[src/rtl/bta_operand_scheduler_pkg.sv]
// Shared definitions for the BTA operand scheduler: default sizes, FSM state
// encodings and the operand-slot -> adder-bus mapping helpers.
// Ports: none (package).
package bta_pkg;

   localparam int N_DEF = 16;   // operands per batch
   localparam int M_DEF = 16;   // operand width

   // Scheduler FSM states (plain constants so older tools can read them)
   localparam logic [1:0] ST_FILL = 2'd0;
   localparam logic [1:0] ST_WAIT = 2'd1;
   localparam logic [1:0] ST_HOLD = 2'd2;

   // Each of the four adder buses carries n/4 consecutive slots, lowest slot
   // in the least significant lane.
   function automatic int slot_bus(input int k, input int n);
      return k / (n / 4);
   endfunction

   function automatic int slot_lsb(input int k, input int n, input int m);
      return (k % (n / 4)) * m;
   endfunction

endpackage

[src/rtl/bta_operand_scheduler.sv]
// Purpose: packs a valid/ready operand stream into the four tree-adder operand
//   buses, waits the adder latency, then captures and returns the batch sum.
// Latency: result valid ADD_LAT+1 edges after the final operand handshake.
// Backpressure: i_in_valid only accepted in FILL; result held until out handshake.
// Ports:
//   i_clk, i_rst_n           clock (rising edge), async active-low reset
//   i_in_valid/o_in_ready    operand handshake; i_in_data operand, i_in_last end of batch
//   o_add_a..o_add_d         registered adder operand buses, o_add_c0 carry-in (0)
//   i_add_sum, i_add_carry   adder result and carry-out
//   o_out_valid/i_out_ready  result handshake; o_out_sum, o_out_count, o_out_ovf
//   o_busy                   scheduler not accepting operands (state != FILL)
module bta_operand_scheduler
   import bta_pkg::*;
#(
   parameter int N       = N_DEF,
   parameter int M       = M_DEF,
   parameter int ADD_LAT = 2
)(
   input  logic                       i_clk,
   input  logic                       i_rst_n,
   input  logic                       i_in_valid,
   output logic                       o_in_ready,
   input  logic [M-1:0]               i_in_data,
   input  logic                       i_in_last,
   output logic [M*N/4-1:0]           o_add_a,
   output logic [M*N/4-1:0]           o_add_b,
   output logic [M*N/4-1:0]           o_add_c,
   output logic [M*N/4-1:0]           o_add_d,
   output logic                       o_add_c0,
   input  logic [M+$clog2(N)-1:0]     i_add_sum,
   input  logic                       i_add_carry,
   output logic                       o_out_valid,
   input  logic                       i_out_ready,
   output logic [M+$clog2(N)-1:0]     o_out_sum,
   output logic [$clog2(N+1)-1:0]     o_out_count,
   output logic                       o_out_ovf,
   output logic                       o_busy
);

   localparam int SW = M + $clog2(N);
   localparam int CW = $clog2(N + 1);
   localparam int BW = M * N / 4;
   localparam int LW = (ADD_LAT > 0) ? $clog2(ADD_LAT + 1) : 1;

   logic [1:0]    r_state;
   logic [M-1:0]  r_slot [N];
   logic [CW-1:0] r_count;
   logic [LW-1:0] r_lat;
   logic          r_out_valid;
   logic [SW-1:0] r_out_sum;
   logic [CW-1:0] r_out_count;
   logic          r_out_ovf;

   logic          w_in_hs;
   logic          w_out_hs;
   logic          w_last;
   logic [BW-1:0] w_bus [4];

   // in_ready is forced low while reset is asserted, not just one edge later
   assign o_in_ready = i_rst_n & (r_state == ST_FILL);
   assign w_in_hs    = i_in_valid & o_in_ready;
   assign w_out_hs   = r_out_valid & i_out_ready & (r_state == ST_HOLD);
   // the Nth operand closes the batch whether or not in_last is set
   assign w_last     = i_in_last | (r_count == CW'(N - 1));

   always_ff @(posedge i_clk or negedge i_rst_n) begin
      if (!i_rst_n) begin
         r_state     <= ST_FILL;
         r_count     <= '0;
         r_lat       <= '0;
         r_out_valid <= 1'b0;
         r_out_sum   <= '0;
         r_out_count <= '0;
         r_out_ovf   <= 1'b0;
      end else begin
         case (r_state)
            ST_FILL: begin
               if (w_in_hs) begin
                  r_count <= r_count + 1'b1;
                  if (w_last) begin
                     r_state <= ST_WAIT;
                     r_lat   <= LW'(ADD_LAT);
                  end
               end
            end
            ST_WAIT: begin
               // buses are frozen here; sum is settled once the counter drains
               if (r_lat == '0) begin
                  r_out_sum   <= i_add_sum;
                  r_out_count <= r_count;
                  r_out_ovf   <= i_add_carry;
                  r_out_valid <= 1'b1;
                  r_state     <= ST_HOLD;
               end else begin
                  r_lat <= r_lat - 1'b1;
               end
            end
            ST_HOLD: begin
               if (w_out_hs) begin
                  r_out_valid <= 1'b0;
                  r_count     <= '0;
                  r_state     <= ST_FILL;
               end
            end
            default: r_state <= ST_FILL;
         endcase
      end
   end

   for (genvar k = 0; k < N; k++) begin : g_slot
      always_ff @(posedge i_clk or negedge i_rst_n) begin
         if (!i_rst_n) begin
            r_slot[k] <= '0;
         end else if (w_out_hs) begin
            // clear so a short next batch sees zero in its unused slots
            r_slot[k] <= '0;
         end else if (w_in_hs && (r_count == CW'(k))) begin
            r_slot[k] <= i_in_data;
         end
      end
   end

   always_comb begin
      for (int b = 0; b < 4; b++) w_bus[b] = '0;
      for (int k = 0; k < N; k++) begin
         w_bus[slot_bus(k, N)][slot_lsb(k, N, M) +: M] = r_slot[k];
      end
   end

   assign o_add_a     = w_bus[0];
   assign o_add_b     = w_bus[1];
   assign o_add_c     = w_bus[2];
   assign o_add_d     = w_bus[3];
   assign o_add_c0    = 1'b0;
   assign o_out_valid = r_out_valid;
   assign o_out_sum   = r_out_sum;
   assign o_out_count = r_out_count;
   assign o_out_ovf   = r_out_ovf;
   assign o_busy      = (r_state != ST_FILL);

endmodule
[config.mk]
export PLATFORM = sky130hd
export DESIGN_NAME = bta_operand_scheduler
export DESIGN_NICKNAME = d
export VERILOG_FILES = /design/src/rtl/bta_operand_scheduler_pkg.sv /design/src/rtl/bta_operand_scheduler.sv
export SDC_FILE = /design/constraint.sdc
export NUM_CORES = 1
export LEC_CHECK = 0
export BUFFER_PORTS_ARGS = -buffer_cell sky130_fd_sc_hd__buf_2
export CAP_MARGIN = 20
export CORE_ASPECT_RATIO = 1.2
export CORE_UTILIZATION = 38
export CTS_CLUSTER_DIAMETER = 120
export DETAILED_ROUTE_END_ITERATION = 10
export GPL_ROUTABILITY_DRIVEN = 0
export MAX_ROUTING_LAYER = met4
export PLACE_DENSITY = 0.69
export SLEW_MARGIN = 20
export SYNTH_ARGS = -nofsm -noshare
export SYNTH_HDL_FRONTEND = slang
export SYNTH_SLANG_ARGS = --single-unit
[constraint.sdc]
create_clock -name i_clk -period 2.58 [get_ports i_clk]
set_clock_uncertainty 0.1 [all_clocks]
set_input_delay 0.258 -clock i_clk [delete_from_list [all_inputs] [get_ports i_clk]]
set_output_delay 0.258 -clock i_clk [all_outputs]
set_load 0.05 [all_outputs]
Word-level counts from Yosys, hierarchy flattened
Cells that the tools add are included.
{"block": "word_totals", "output_inout_bits": 286, "register_bits": 292, "inputBits": 42, "elab_cells": 143}
{"block": "classes", "n_reduce_logical": 44, "bitwise": 5, "muxes": 47, "eq_ne": 22, "add_sub_neg": 2}
{"cell": "two-way mux 16 bit", "n": 32}
{"cell": "== test 5 x 4 -> 1 bit (second input constant)", "n": 8}
{"cell": "nonzero test 2 bit", "n": 20}
{"cell": "== test 5 x 3 -> 1 bit (second input constant)", "n": 4}
{"cell": "logical AND 1 bit", "n": 16}
{"cell": "two-way mux 2 bit", "n": 7}
{"cell": "== test 5 x 2 -> 1 bit (second input constant)", "n": 2}
{"cell": "two-way mux 5 bit", "n": 2}
{"cell": "!= test 2 bit (second input constant)", "n": 5}
{"cell": "case mux 5 bit (2 select lines)", "n": 1}
{"cell": "AND reduction 4 bit", "n": 2}
{"cell": "case mux 2 bit (3 select lines)", "n": 1}
{"cell": "AND reduction 3 bit", "n": 2}
{"cell": "adder 5 x 1 -> 5 bit (second input constant)", "n": 1}
{"cell": "== test 5 x 1 -> 1 bit (second input constant)", "n": 1}
{"cell": "logical NOT 5 bit", "n": 1}
{"cell": "bitwise AND 1 bit", "n": 4}
{"cell": "logical NOT 2 bit", "n": 2}
{"cell": "case mux 2 bit (2 select lines)", "n": 1}
{"cell": "== test 2 x 1 -> 1 bit (second input constant)", "n": 1}
{"cell": "== test 2 bit (second input constant)", "n": 1}
{"cell": "two-way mux 1 bit", "n": 2}
{"cell": "case mux 1 bit (2 select lines)", "n": 1}
{"cell": "AND reduction 2 bit", "n": 1}
{"cell": "2 further kinds", "n": 2}

Longest topological paths before layout
{"block": "logic_depth", "depth_word": 6, "mapped_depth": 10}

Worst setup path after synthesis
OpenSTA, ideal clock, no wires.
{"block": "synth_timing", "path_kind": "reg-to-reg", "start": "register r_count[4]", "end": "register r_slot, in the netlist o_add_d[57]", "t_required_ns": 2.344, "n_path_buf": 5, "path_stages_with_launch": 11, "path_slack_ns": 0.334, "arrival_time_ns": 2.009, "period_less_slack_ns": 2.246, "path_cell_list": "dfrtp_1 buf_6 buf_6 clkinv_1 clkbuf_1 ha_1 clkbuf_1 inv_1 clkbuf_1 o21ai_0 a21oi_1"}
{"block": "synth_via", "elab_chain_cells": 3}
{"item": "from (decl)", "line": "bta_operand_scheduler.sv:47", "source": "logic [CW-1:0] r_count;"}
{"item": "from (signal assigned)", "line": "bta_operand_scheduler.sv:79", "source": "r_count <= r_count + 1'b1;"}
{"item": "== test 5 x 4 -> 1 bit", "line": "bta_operand_scheduler.sv:117", "source": "end else if (w_in_hs && (r_count == CW'(k))) begin"}
{"item": "logical AND 1 bit", "line": "bta_operand_scheduler.sv:117"}
{"item": "nonzero test 2 bit (no source line)"}
{"item": "to (signal, indexed assignment)", "line": "bta_operand_scheduler.sv:118", "source": "r_slot[k] <= i_in_data;"}
{"item": "to (decl)", "line": "bta_operand_scheduler.sv:46", "source": "logic [M-1:0] r_slot [N];"}
Every way passes these cells.
A chain may end at the register's enable or synchronous reset.

Worst setup path in the final report
{"block": "layout_timing", "start": "register r_state[1]", "end": "output port o_in_ready"}
{"block": "layout_via", "elab_chain_cells": 2}
{"item": "from (decl)", "line": "bta_operand_scheduler.sv:45", "source": "logic [1:0] r_state;"}
{"item": "from (signal assigned)", "line": "bta_operand_scheduler.sv:68", "source": "r_state <= ST_FILL;"}
{"item": "from (signal assigned)", "line": "bta_operand_scheduler.sv:81", "source": "r_state <= ST_WAIT;"}
{"item": "from (signal assigned)", "line": "bta_operand_scheduler.sv:93", "source": "r_state <= ST_HOLD;"}
{"item": "logical NOT 2 bit", "line": "bta_operand_scheduler.sv:60", "source": "assign o_in_ready = i_rst_n & (r_state == ST_FILL);"}
{"item": "bitwise AND 1 bit", "line": "bta_operand_scheduler.sv:60"}
{"item": "to (decl)", "line": "bta_operand_scheduler.sv:22", "source": "output logic o_in_ready,"}
Every way passes these cells.

==> flow_results.xml <==
<?xml version="1.0" encoding="UTF-8"?>
<metrics>
  <group name="clocking">
    <metric name="path_clk_slew" unit="ns">0.07</metric>
    <metric name="tritoncts_clock_tree" unit="">done</metric>
    <metric name="cts-root-to-sink-buffers" unit="">3</metric>
    <metric name="cts_hold_repair.buffers" unit="">24</metric>
    <metric name="cts.sinks" unit="">292</metric>
    <metric name="post-cts-setup-buffer-count" unit="">0</metric>
    <metric name="cts_buffers" unit="">31</metric>
    <metric name="clk_latency" unit="ns">0.58</metric>
    <metric name="root_buffer" unit="">sky130_fd_sc_hd__clkbuf_16</metric>
    <metric name="cts_htree_levels" unit="">1</metric>
    <metric name="cts-resized-gates" unit="">0</metric>
  </group>
  <group name="routing">
    <metric name="first_iter_violations" unit="">1382</metric>
    <metric name="route.detailed.vias_per_inst" unit="">5.83</metric>
    <metric name="drt-total-wl" unit="um">45600</metric>
    <metric name="route.vias.total" unit="">12100</metric>
    <metric name="drc_errors" unit="">0</metric>
    <metric name="detail_route.first_pass.iterations" unit="">7</metric>
    <metric name="antenna_violating_nets_post_route" unit="">0</metric>
    <metric name="routedWlPerCell" unit="um">22.0</metric>
  </group>
  <group name="setup_path">
    <metric name="worstPathMaxFanout" unit="">12</metric>
    <metric name="cpMaxStageDelayCell" unit="">sky130_fd_sc_hd__dfrtp_1</metric>
    <metric name="cp-end-kind" unit="">output pin</metric>
    <metric name="crit_path_max_incr_delay" unit="ns">0.57</metric>
    <metric name="r2r-start" unit="">r_count[0]</metric>
    <metric name="worstPathCellList" unit="">or2_2 &gt; nor2_1 &gt; buf_2</metric>
    <metric name="number_of_gates_on_the_worst_path_with_buffers_counted" unit="">3</metric>
    <metric name="criticalPathCategory" unit="">register to output pin</metric>
    <metric name="startpoint" unit="">r_state[1]</metric>
    <metric name="crit_required" unit="ns">2.22</metric>
    <metric name="worst_ep_arrival_time" unit="ns">1.89</metric>
    <metric name="path_delay_family" unit="">flip-flops</metric>
    <metric name="worst_setup_path_start_kind" unit="">register</metric>
    <metric name="timing.reg2reg.worst_path_depth" unit="">5</metric>
    <metric name="path_buf_inv" unit="">1</metric>
  </group>
  <group name="cells_and_area">
    <metric name="instances_no_fill" unit="">2068</metric>
    <metric name="final_layout_size_suffix_gt1_frac" unit="">0.287</metric>
    <metric name="register_area" unit="um2">7310</metric>
    <metric name="layout.core_utilization" unit="">0.483</metric>
    <metric name="multiInputGateArea" unit="um2">4870</metric>
    <metric name="diodes" unit="">0</metric>
    <metric name="layout-area-overhead-vs-synth" unit="%">24.6</metric>
    <metric name="fin_nets" unit="">1642</metric>
    <metric name="num-fill-cells" unit="">3092</metric>
  </group>
  <group name="logic_synthesis">
    <metric name="synthesis.yosys.warnings" unit="">0</metric>
    <metric name="post_synthesis_net_count" unit="">1394</metric>
    <metric name="synth_top_area_share" unit="">0.565</metric>
    <metric name="yosysTopAreaCell" unit="">sky130_fd_sc_hd__dfrtp_1</metric>
    <metric name="netlist_area_before_placement" unit="um2">12900</metric>
    <metric name="syn_area_per_cell" unit="um2">9.61</metric>
    <metric name="post_synthesis_register_bit_count" unit="">292</metric>
    <metric name="synth_sequential_area_ratio" unit="">0.565</metric>
    <metric name="post_synthesis_cell_count" unit="">1346</metric>
    <metric name="top_area_cells_in_the_synthesized_netlist" unit="">sky130_fd_sc_hd__dfrtp_1 56%, sky130_fd_sc_hd__a21oi_1 9.9%, sky130_fd_sc_hd__nand3_1 9.4%, sky130_fd_sc_hd__o21ai_0 8.7%, sky130_fd_sc_hd__clkbuf_1 3.3%</metric>
    <metric name="yosysUniqueCellTypes" unit="">39</metric>
  </group>
  <group name="place">
    <metric name="post-place-cells" unit="">1987</metric>
    <metric name="dp_slack" unit="ns">0.381</metric>
    <metric name="numPortBuffers" unit="">326</metric>
    <metric name="detailedPlacementHpwl" unit="um">27300</metric>
  </group>
  <group name="floorplanning">
    <metric name="std_cell_rows" unit="">73</metric>
    <metric name="fp.coreArea" unit="um2">33300</metric>
    <metric name="die_area" unit="um2">34800</metric>
    <metric name="die_h" unit="um">204</metric>
    <metric name="start_util" unit="">0.388</metric>
    <metric name="die_x" unit="um">170</metric>
    <metric name="io_pins" unit="">328</metric>
  </group>
  <group name="hold_path">
    <metric name="whs_path_depth" unit="">3</metric>
    <metric name="hold_path.class" unit="">input pin to register</metric>
    <metric name="holdCritStartpoint" unit="">i_in_data[15]</metric>
  </group>
  <group name="global_route">
    <metric name="global_route.overflow_total" unit="">0</metric>
    <metric name="grt_max_degree" unit="">114</metric>
    <metric name="antenna_found_initial" unit="">0</metric>
    <metric name="first_global_vias" unit="">11400</metric>
    <metric name="grt_usage" unit="">0.266</metric>
    <metric name="grt_first_pass_wirelength" unit="um">68700</metric>
  </group>
  <group name="job">
    <metric name="maxCapViolations" unit="">0</metric>
  </group>
  <group name="sta">
    <metric name="tightest_slew" unit="ns">0.922</metric>
    <metric name="finalSetupTns" unit="ns">0</metric>
    <metric name="timing.final.max_slew_violations" unit="">0</metric>
    <metric name="finalCritPeriodShare" unit="">0.873</metric>
    <metric name="timing.slew.headroom" unit="">0.385</metric>
    <metric name="finalHoldViolCount" unit="">0</metric>
    <metric name="setup_slack_after_layout" unit="ns">0.328</metric>
    <metric name="setup_repair_after_global_routing_missed_its_margin" unit="">no</metric>
    <metric name="final-setup-viol-count" unit="">0</metric>
    <metric name="fmax" unit="MHz">444</metric>
    <metric name="layout_min_cycle_time" unit="ns">2.25</metric>
  </group>
  <group name="power">
    <metric name="power.static_leakage" unit="nW">7.61</metric>
    <metric name="irDropWorstVdd" unit="mV">0.859</metric>
    <metric name="power_per_cell_area" unit="nW/um2">1290</metric>
  </group>
  <group name="outcome">
    <metric name="result_of_the_run" unit="">complete, no violations</metric>
  </group>
</metrics>
==> area by class of cell <==
type	count	share of cell area
clock inverter	14	0.00854
tap	450	0.0349
timing repair buffer	396	0.143
inverter	8	0.00186
sequential	292	0.453
multi-input combinational	865	0.302
clock buffer	43	0.0559
==> state kept, by name (all words and copies together), names as in the netlist <==
signal       cells
o_add_b         64
r_count          5
o_add_c         64
r_state          2
r_lat            2
o_out_valid      1
o_out_count      5
o_add_a         64
o_out_sum       20
o_out_ovf        1
o_add_d         64
==> logic make-up (layout without fill, tap and decap cells) <==
kind of cell               count (synthesis)  in the layout  share of synthesized area
buffers and inverters                    189            461                     0.0664
muxes                                     24             24                     0.0208
and+or+nand+nor                          310            310                      0.137
AOI/OAI and AO/OA                        524            524                      0.204
DFF                                      292            292                      0.565
adders and majority gates                  6              6                    0.00580
other                                      1              1                   0.000290
==> worst min-delay path, delay by kind of cell <==
kind,cells,cell delay (ns)
AOI/OAI and AO/OA,1,0.06
buffers and inverters,1,0.26
and+or+nand+nor,1,0.13
==> cell usage in the layout, fill, tap and decap left out, types with 7 or more instances in the layout <==
master and instances:
sky130_fd_sc_hd__mux2_2 23, sky130_fd_sc_hd__nand4_1 16, sky130_fd_sc_hd__clkbuf_16 31, sky130_fd_sc_hd__buf_2 325, sky130_fd_sc_hd__buf_4 40, sky130_fd_sc_hd__o21ai_1 36, sky130_fd_sc_hd__dlygate4sd3_1 24, sky130_fd_sc_hd__a21oi_1 257
sky130_fd_sc_hd__clkbuf_8 8, sky130_fd_sc_hd__nand3_1 242, sky130_fd_sc_hd__nand2_1 8, sky130_fd_sc_hd__o21ai_0 225, sky130_fd_sc_hd__inv_1 7, sky130_fd_sc_hd__dfrtp_1 292
==> power by group <==
group          switching (mW)  internal, mW  leakage (nW)  total, mW
sequential              0.826          5.87          3.92       6.69
combinational            7.45          2.11          3.19       9.56
clock                    1.89          2.63         0.505       4.52
==> cells in the mapped netlist <==
| cell | count |
|---|---|
| sky130_fd_sc_hd__a21oi_1 | 257 |
| sky130_fd_sc_hd__a221o_1 | 1 |
| sky130_fd_sc_hd__a22o_1 | 1 |
| sky130_fd_sc_hd__and3_1 | 2 |
| sky130_fd_sc_hd__and4b_1 | 5 |
| sky130_fd_sc_hd__and4bb_2 | 1 |
| sky130_fd_sc_hd__buf_1 | 8 |
| sky130_fd_sc_hd__buf_2 | 38 |
| sky130_fd_sc_hd__buf_4 | 17 |
| sky130_fd_sc_hd__buf_6 | 5 |
| sky130_fd_sc_hd__clkbuf_1 | 113 |
| sky130_fd_sc_hd__clkinv_1 | 1 |
| sky130_fd_sc_hd__conb_1 | 1 |
| sky130_fd_sc_hd__dfrtp_1 | 292 |
| sky130_fd_sc_hd__ha_1 | 6 |
| sky130_fd_sc_hd__inv_1 | 7 |
| sky130_fd_sc_hd__mux2_2 | 23 |
| sky130_fd_sc_hd__mux2i_1 | 1 |
| sky130_fd_sc_hd__nand2_1 | 8 |
| sky130_fd_sc_hd__nand3_1 | 242 |
| sky130_fd_sc_hd__nand3b_1 | 1 |
| sky130_fd_sc_hd__nand4_1 | 16 |
| sky130_fd_sc_hd__nand4b_1 | 6 |
| sky130_fd_sc_hd__nand4bb_1 | 6 |
| sky130_fd_sc_hd__nor2_1 | 3 |
| sky130_fd_sc_hd__nor2b_1 | 4 |
| sky130_fd_sc_hd__nor4_1 | 1 |
| sky130_fd_sc_hd__nor4b_2 | 2 |
| sky130_fd_sc_hd__nor4b_4 | 2 |
| sky130_fd_sc_hd__nor4bb_1 | 5 |
| sky130_fd_sc_hd__o211ai_1 | 1 |
| sky130_fd_sc_hd__o21a_1 | 1 |
| sky130_fd_sc_hd__o21ai_0 | 225 |
| sky130_fd_sc_hd__o21ai_1 | 36 |
| sky130_fd_sc_hd__o2bb2ai_1 | 2 |
| sky130_fd_sc_hd__or2_2 | 1 |
| sky130_fd_sc_hd__or3b_2 | 1 |
| sky130_fd_sc_hd__or4b_1 | 2 |
| sky130_fd_sc_hd__or4b_4 | 2 |
==> stage by stage <==
stage	total power [mW]	hold slack [ns]	cell area, um2
after detailed placement	16.3	0.229	14800
after global placement	16.1	0.224	14800
final	20.8	0.0753	16100
after global routing	21.6	0.0919	16100
after floorplan	13.7	-0.138	12900
after CTS	20.8	0.0745	16100
==> metal layers <==
layer,vias up,track usage,share of wire,routed length (um)
met5,-,-,0,0
met4,0,0.119,0.042,1900
met3,124,0.0403,0.075,3420
met2,637,0.418,0.49,22200
met1,5991,0.338,0.40,18000
li1,5305,-,-,-
==> worst paths after layout <==
kind	to	slack (ns)
min in group asynchronous	o_add_d[15]	0.23
worst min register to register	o_out_count[4]	0.39
worst min-delay path	o_add_c[15]	0.08
worst max register to register	o_add_b[6]	0.35
worst max-delay path	o_in_ready	0.33
max in group asynchronous	o_add_c[43]	0.93
(Power assumes the default switching activity.)
